===== config.mk =====
export PLATFORM = sky130hd
export DESIGN_NAME = block_detector_frame_ctrl
export DESIGN_NICKNAME = d
export VERILOG_FILES = /design/src/rtl/block_detector_frame_ctrl.sv
export SDC_FILE = /design/constraint.sdc
export NUM_CORES = 1
export LEC_CHECK = 0
export CORE_ASPECT_RATIO = 1.1
export CORE_MARGIN = 2
export CORE_UTILIZATION = 45
export DETAILED_ROUTE_END_ITERATION = 16
export PLACE_DENSITY = 0.87
export SLEW_MARGIN = 20
export SYNTH_ARGS = -nofsm -noshare
export SYNTH_HDL_FRONTEND = slang
export SYNTH_SLANG_ARGS = --single-unit

===== constraint.sdc =====
create_clock -name ACLK -period 8.45 [get_ports ACLK]
set_clock_uncertainty 0.05 [all_clocks]
set_input_delay 0.845 -clock ACLK [delete_from_list [all_inputs] [get_ports ACLK]]
set_output_delay 0.845 -clock ACLK [all_outputs]
set_load 0.005 [all_outputs]

===== src/rtl/block_detector_frame_ctrl.sv =====
// Frame sequencer between the video AXI4-Stream input and the block detector:
// gates whole frames, generates coordinates, checks geometry and latches results.
module block_detector_frame_ctrl #(
  parameter int unsigned DATA_W = 32,
  parameter int unsigned XW     = 11,
  parameter int unsigned YW     = 11
) (
  input  logic              ACLK,
  input  logic              ARESET,
  input  logic              cfg_start,
  input  logic              cfg_stop,
  input  logic              cfg_continuous,
  input  logic [XW-1:0]     cfg_width,
  input  logic [YW-1:0]     cfg_height,
  input  logic              irq_clear,
  input  logic [DATA_W-1:0] s_axis_tdata,
  input  logic              s_axis_tvalid,
  output logic              s_axis_tready,
  input  logic              s_axis_tuser,
  input  logic              s_axis_tlast,
  output logic [DATA_W-1:0] m_axis_tdata,
  output logic              m_axis_tvalid,
  output logic              m_axis_tuser,
  output logic              m_axis_tlast,
  input  logic              m_axis_tready,
  output logic              det_frame_start,
  output logic [XW-1:0]     det_x,
  output logic [YW-1:0]     det_y,
  input  logic [XW-1:0]     det_xmin,
  input  logic [XW-1:0]     det_xmax,
  input  logic [YW-1:0]     det_ymin,
  input  logic [YW-1:0]     det_ymax,
  input  logic              det_found,
  output logic [XW-1:0]     res_xmin,
  output logic [XW-1:0]     res_xmax,
  output logic [YW-1:0]     res_ymin,
  output logic [YW-1:0]     res_ymax,
  output logic              res_found,
  output logic              res_valid,
  output logic              irq,
  output logic              busy,
  output logic              err_line_len,
  output logic              err_early_sof,
  output logic [15:0]       frame_cnt
);

  localparam logic [1:0] IDLE     = 2'd0;
  localparam logic [1:0] WAIT_SOF = 2'd1;
  localparam logic [1:0] ACTIVE   = 2'd2;
  localparam logic [1:0] DONE     = 2'd3;

  logic [1:0]    state, stateNext;
  logic [XW-1:0] xCnt, xNext, xCur, xLast;
  logic [YW-1:0] yCnt, yNext, yCur, yLast;
  logic          passThru, accept, sofBeat, frameEnd, lineErr, earlySof;

  assign xLast = cfg_width - XW'(1);
  assign yLast = cfg_height - YW'(1);

  // Next state, stream gating and coordinate update
  always_comb begin
    stateNext     = state;
    passThru      = 1'b0;
    s_axis_tready = 1'b1;
    case (state)
      IDLE:     if (cfg_start) stateNext = WAIT_SOF;
      WAIT_SOF: passThru = s_axis_tvalid & s_axis_tuser;
      ACTIVE:   passThru = 1'b1;
      DONE: begin
        s_axis_tready = 1'b0;
        stateNext     = cfg_continuous ? WAIT_SOF : IDLE;
      end
      default:  stateNext = IDLE;
    endcase
    if (passThru) s_axis_tready = m_axis_tready;

    accept   = passThru & s_axis_tvalid & m_axis_tready;
    sofBeat  = passThru & s_axis_tvalid & s_axis_tuser;
    // A start-of-frame beat always sits at (0,0), whatever the counters held
    xCur     = sofBeat ? '0 : xCnt;
    yCur     = sofBeat ? '0 : yCnt;
    frameEnd = accept & s_axis_tlast & (yCur == yLast);
    lineErr  = accept & (s_axis_tlast ? (xCur != xLast) : (xCur == xLast));
    earlySof = accept & s_axis_tuser & (state == ACTIVE);

    xNext = xCnt;
    yNext = yCnt;
    if (accept) begin
      if (s_axis_tlast) begin
        xNext = '0;
        yNext = yCur + YW'(1);
      end else begin
        xNext = (xCur == xLast) ? xCur : xCur + XW'(1);
        yNext = yCur;
      end
      if (state == WAIT_SOF) stateNext = ACTIVE;
    end
    if (frameEnd) stateNext = DONE;
    if (cfg_stop) stateNext = IDLE;
    if (stateNext != ACTIVE) begin
      xNext = '0;
      yNext = '0;
    end
  end

  assign m_axis_tdata    = s_axis_tdata;
  assign m_axis_tvalid   = passThru & s_axis_tvalid;
  assign m_axis_tuser    = s_axis_tuser;
  assign m_axis_tlast    = s_axis_tlast;
  assign det_frame_start = accept & s_axis_tuser;
  assign det_x           = xCur;
  assign det_y           = yCur;
  assign busy            = (state != IDLE);

  always_ff @(posedge ACLK) begin
    if (ARESET) begin
      state         <= IDLE;
      xCnt          <= '0;
      yCnt          <= '0;
      res_xmin      <= '0;
      res_xmax      <= '0;
      res_ymin      <= '0;
      res_ymax      <= '0;
      res_found     <= 1'b0;
      res_valid     <= 1'b0;
      irq           <= 1'b0;
      err_line_len  <= 1'b0;
      err_early_sof <= 1'b0;
      frame_cnt     <= '0;
    end else begin
      state <= stateNext;
      xCnt  <= xNext;
      yCnt  <= yNext;
      if (irq_clear) begin
        irq           <= 1'b0;
        err_line_len  <= 1'b0;
        err_early_sof <= 1'b0;
      end
      if (lineErr)  err_line_len  <= 1'b1;
      if (earlySof) err_early_sof <= 1'b1;
      // Detector has had a full cycle since the last beat; sample its accumulators
      if (state == DONE && !cfg_stop) begin
        res_xmin  <= det_xmin;
        res_xmax  <= det_xmax;
        res_ymin  <= det_ymin;
        res_ymax  <= det_ymax;
        res_found <= det_found;
        res_valid <= 1'b1;
        irq       <= 1'b1;
        frame_cnt <= frame_cnt + 16'd1;
      end
    end
  end

endmodule


After elaboration in Yosys (flattened, before gate mapping)
Index checks and enable logic that the tools add are counted.

word-level totals
  register bits after elaboration = 89
  input bits = 109
  logic and storage cells = 62

operators by class
  muxes and demuxes = 20
  bitwise operators = 9
  reduce and logical (&&, ||, !) cells = 8
  equal/unequal tests = 7
  $add $sub $neg = 5

operators with widths
  cell                                                  number
  2-to-1 mux 11 bit                                     5
  adder 11 x 1 -> 11 bit (second input constant)        2
  equality test 11 bit                                  2
  subtractor 11 x 1 -> 11 bit (second input constant)   2
  adder 16 x 1 -> 16 bit (second input constant)        1
  != test 11 bit                                        1
  2-to-1 mux 2 bit                                      5
  bitwise AND 1 bit                                     9
  2-to-1 mux 1 bit                                      8
  nonzero test 2 bit                                    4
  equality test 2 bit (second input constant)           2
  case mux 2 bit (2 select lines)                       1
  equality test 2 x 1 -> 1 bit (second input constant)  1
  logical NOT 2 bit                                     1
  != test 2 bit (second input constant)                 1
  case mux 1 bit (2 select lines)                       1
  OR reduction 2 bit                                    1
  logical AND 1 bit                                     1
  logical NOT 1 bit                                     1

Longest topological paths before layout
  depth after elaboration = 11
  mapped depth = 13

Worst setup path after synthesis
OpenSTA, ideal clock, no wires.

  path kind = input-to-reg
  from = input cfg_width[0]
  to = register xCnt[3]
  stages on the path = 10
  path buffers = 0
  setup slack = 5.258 ns
  data arrival time = 3.025 ns
  cell sequence = inv_1 > ha_1 > nor3b_4 > nor3b_4 > xnor2_1 > or4b_4 > a32oi_4 > a21oi_2 > and2_4 > a22o_1

between the ends
  longest elaborated chain between the ends = 4

RTL lines
  what                         RTL line  text
  from (decl)                  13        input logic [XW-1:0] cfg_width,
  subtractor 11 x 1 -> 11 bit  57        assign xLast = cfg_width - XW'(1);
  equality test 11 bit         93        xNext = (xCur == xLast) ? xCur : xCur + XW'(1);
  2-to-1 mux 11 bit            93
  2-to-1 mux 11 bit            89        if (s_axis_tlast) begin
  to (signal assigned)         132       xCnt <= xNext;
  to (decl)                    53        logic [XW-1:0] xCnt, xNext, xCur, xLast;

No other way between the ends.
A chain may end at the register's enable or synchronous reset.

Final worst setup path
  from = input s_axis_tuser
  to = output det_frame_start

between the ends
  longest elaborated chain between the ends = 5

RTL lines
  what                             RTL line  text
  from (decl)                      19        input logic s_axis_tuser,
  bitwise AND 1 bit                67        WAIT_SOF: passThru = s_axis_tvalid & s_axis_tuser;
  case mux 1 bit (2 select lines)  65        case (state)
  bitwise AND 1 bit (2 in series)  77        accept = passThru & s_axis_tvalid & m_axis_tready;
  bitwise AND 1 bit (*)            110       assign det_frame_start = accept & s_axis_tuser;
  to (decl)                        26        output logic det_frame_start,

Mark *: on every way between the ends. The rest lies on a longest branch, timed or not.

==> metrics.txt <==
Tot Pwr 0.906 mW; cell taking the most area after synthesis dfxtp_1; Peak supply drop 0.000130 V; hold slack 0.405 ns; drt wl/cell 15.7 µm; Int Pwr 0.704 mW; clock root buffer master clkbuf_16; Post-Route WL 14.3 mm; die height 115 µm; register bit total from synthesis 89; Data arrival, critical path 2.93 ns; Placed Area 6540 µm²; Post-CTS Setup Inserts 0; area of the multi-input gates 2800 µm²; sequential area share after synthesis 35.6%; critical path class input pin to primary output; commonest cells in the netlist nand2_1, dfxtp_1, a21oi_1; boundary pin count 234; LEAKAGE 2.48 nW; Netlist cell types 73; final RePlAce weighted congestion 0.867; cell with the most instances after synthesis nand2_1; Mean Syn Cell Area 7.88 µm²; setup TNS 0 ns; full die area 12,000 µm²; post_cts resized 0; CTS tree yes; nets 876; Die X 105 µm; core area 10,900 µm²; Critical path origin s_axis_tuser; gr ovfl total 0; ant diodes 0; Post-route DRC 0; CP startpoint kind input pin; final-report hold violation count 0; CTS Buf Count 9; latest clock arrival within the worst-skew pair 0.34 ns; Synth area leaders dfxtp_1, nand2_1, a21oi_1; pwr/cell area 132 nW/µm²; f_max 262 MHz; area share of the largest cell type after synthesis 35.6%; Tmin final 3.82 ns; Top FF cell, synth dfxtp_1; Async SR Flop Fraction 0%; Final Setup Violations 0; outcome finished clean; row count 40; clock share of power 45.0%; EDFF count, synth 0; number of global-route vias before repair 4,829; largest net degree at the start of global routing 67; vias per cell 5.36; Syn Inst Count 636; clk slew on worst S/H paths 0.07 ns; Netlist Area Pre-Place 5010 µm²; register area 1780 µm²; Reg2Reg Launch Point state[0]; worst hold start res_ymin[7]; Fillers 956; Max Cap Viol 0; kind of end point of the critical path primary output; synthesis-to-finish area growth 37.2%; DP HPWL 10.9 mm; part of the cycle the worst path needs 45.2%; GRT Overall Usage 23.3%; Post-DRT Antenna Nets 0; Slew @ Worst Pin 0.904 ns; RSZ-0062 raised after global routing no; Vias 4,874; Net Count, Synth 754; sequential power share 46.3%; slew margin rel. 39.7%; initial antenna violation count 0; DRT iter0 DRCs 157; Initial Utilization 45.9%; critical path required time 7.56 ns; Switch Pwr 0.202 mW; CTS Buffer Depth 2; combinational share of power 8.7%; worst-path maximum fanout 11; # hold bufs at CTS 0; H-tree levels 3; Pre-antenna DRT Iters 4; CTS Sinks 89; Final Max Tran Viols 0; Sw Ratio 22.3%; Finished Cell Area 6880 µm²; # port buffers 169; first-pass GRT wire length 22.8 mm; yosys synthesis warning count 0; worst min-delay path class flip-flop to flip-flop; share of cells above drive strength 1 5.24%
## stage by stage
stage                     setup slack (ns)  cells  utilization [%]
after global routing                  4.46    910             63.0
after CTS                             4.66    909             62.8
after floorplan                       5.26    636                -
final                                 4.63    910             63.0
after detailed placement              4.48    893             60.0
after global placement                4.63    893             60.0
## critical path: stages
cell and delay, ns:
clkdlybuf4s50_1 0.60, a21oi_1 0.14, nor2_1 0.32, nand2_1 0.30
inv_1 0.19, clkdlybuf4s50_1 0.52
## layout by cell type, fill, tap and decap left out, types with 6 or more instances in the layout
master,netlist,layout
and4_1,7,7
o21ai_0,11,11
xnor2_1,21,21
nand2_1,141,141
clkbuf_16,0,9
and2_1,17,17
clkdlybuf4s50_1,0,168
inv_1,18,18
a21oi_1,54,54
dfxtp_1,89,89
and3_1,14,14
nor2_1,48,48
nand4_1,6,6
nor3_1,9,9
ha_1,9,9
nand3_1,15,15
xor2_1,29,29
## cell type report
type / count / area share [%]
Clock buffer: 11 / 3.53
Clock inverter: 5 / 0.910
Inverter: 19 / 1.04
Multi-Input combinational cell: 467 / 40.8
Sequential cell: 89 / 25.9
Tap cell: 147 / 2.68
Timing Repair Buffer: 172 / 25.2
## cells by family after synthesis
kind of cell | count (synthesis) | share of synthesized area [%]
AOI/OAI and AO/OA | 106 | 14.1
DFF | 89 | 35.6
xor gates and xnor gates | 52 | 9.64
buffers and inverters | 80 | 8.67
adders and majority gates | 9 | 2.25
muxes | 2 | 0.425
and+or+nand+nor | 298 | 29.4
## sequential cells by signal (all words and copies together), names as in the netlist, 2 cells and up
name / cells
state: 2
xCnt: 11
frame_cnt: 16
yCnt: 11
res_ymax: 11
res_xmin: 11
res_ymin: 11
res_xmax: 11
## per-layer routing
metal | GRT usage, % | routed length (µm) | up-vias
met1 | 24.2 | 5440 | 2280
met3 | 8.48 | 1350 | 29
li1 | - | - | 2371
met2 | 42.6 | 7190 | 194
met5 | 0 | 0 | -
met4 | 9.69 | 345 | 0
## power groups by stage
stage	registers [mW]	logic, mW	clock network (mW)
floorplan	0.429	0.0427	0
global placement	0.429	0.0757	0
detailed placement	0.429	0.0782	0
CTS	0.420	0.0788	0.414
global route	0.420	0.0847	0.431
finish	0.420	0.0789	0.407
## final timing paths
| check | depth (start not counted) | slack, ns | end |
|---|---|---|---|
| max | 6 | 4.63 | det_frame_start |
| min | 2 | 0.41 | res_ymin[7] |
| max reg2reg | 11 | 5.08 | xCnt[8] |
| min reg2reg | 2 | 0.41 | res_ymin[7] |
Note: power is estimated with default switching activity, not from simulation.
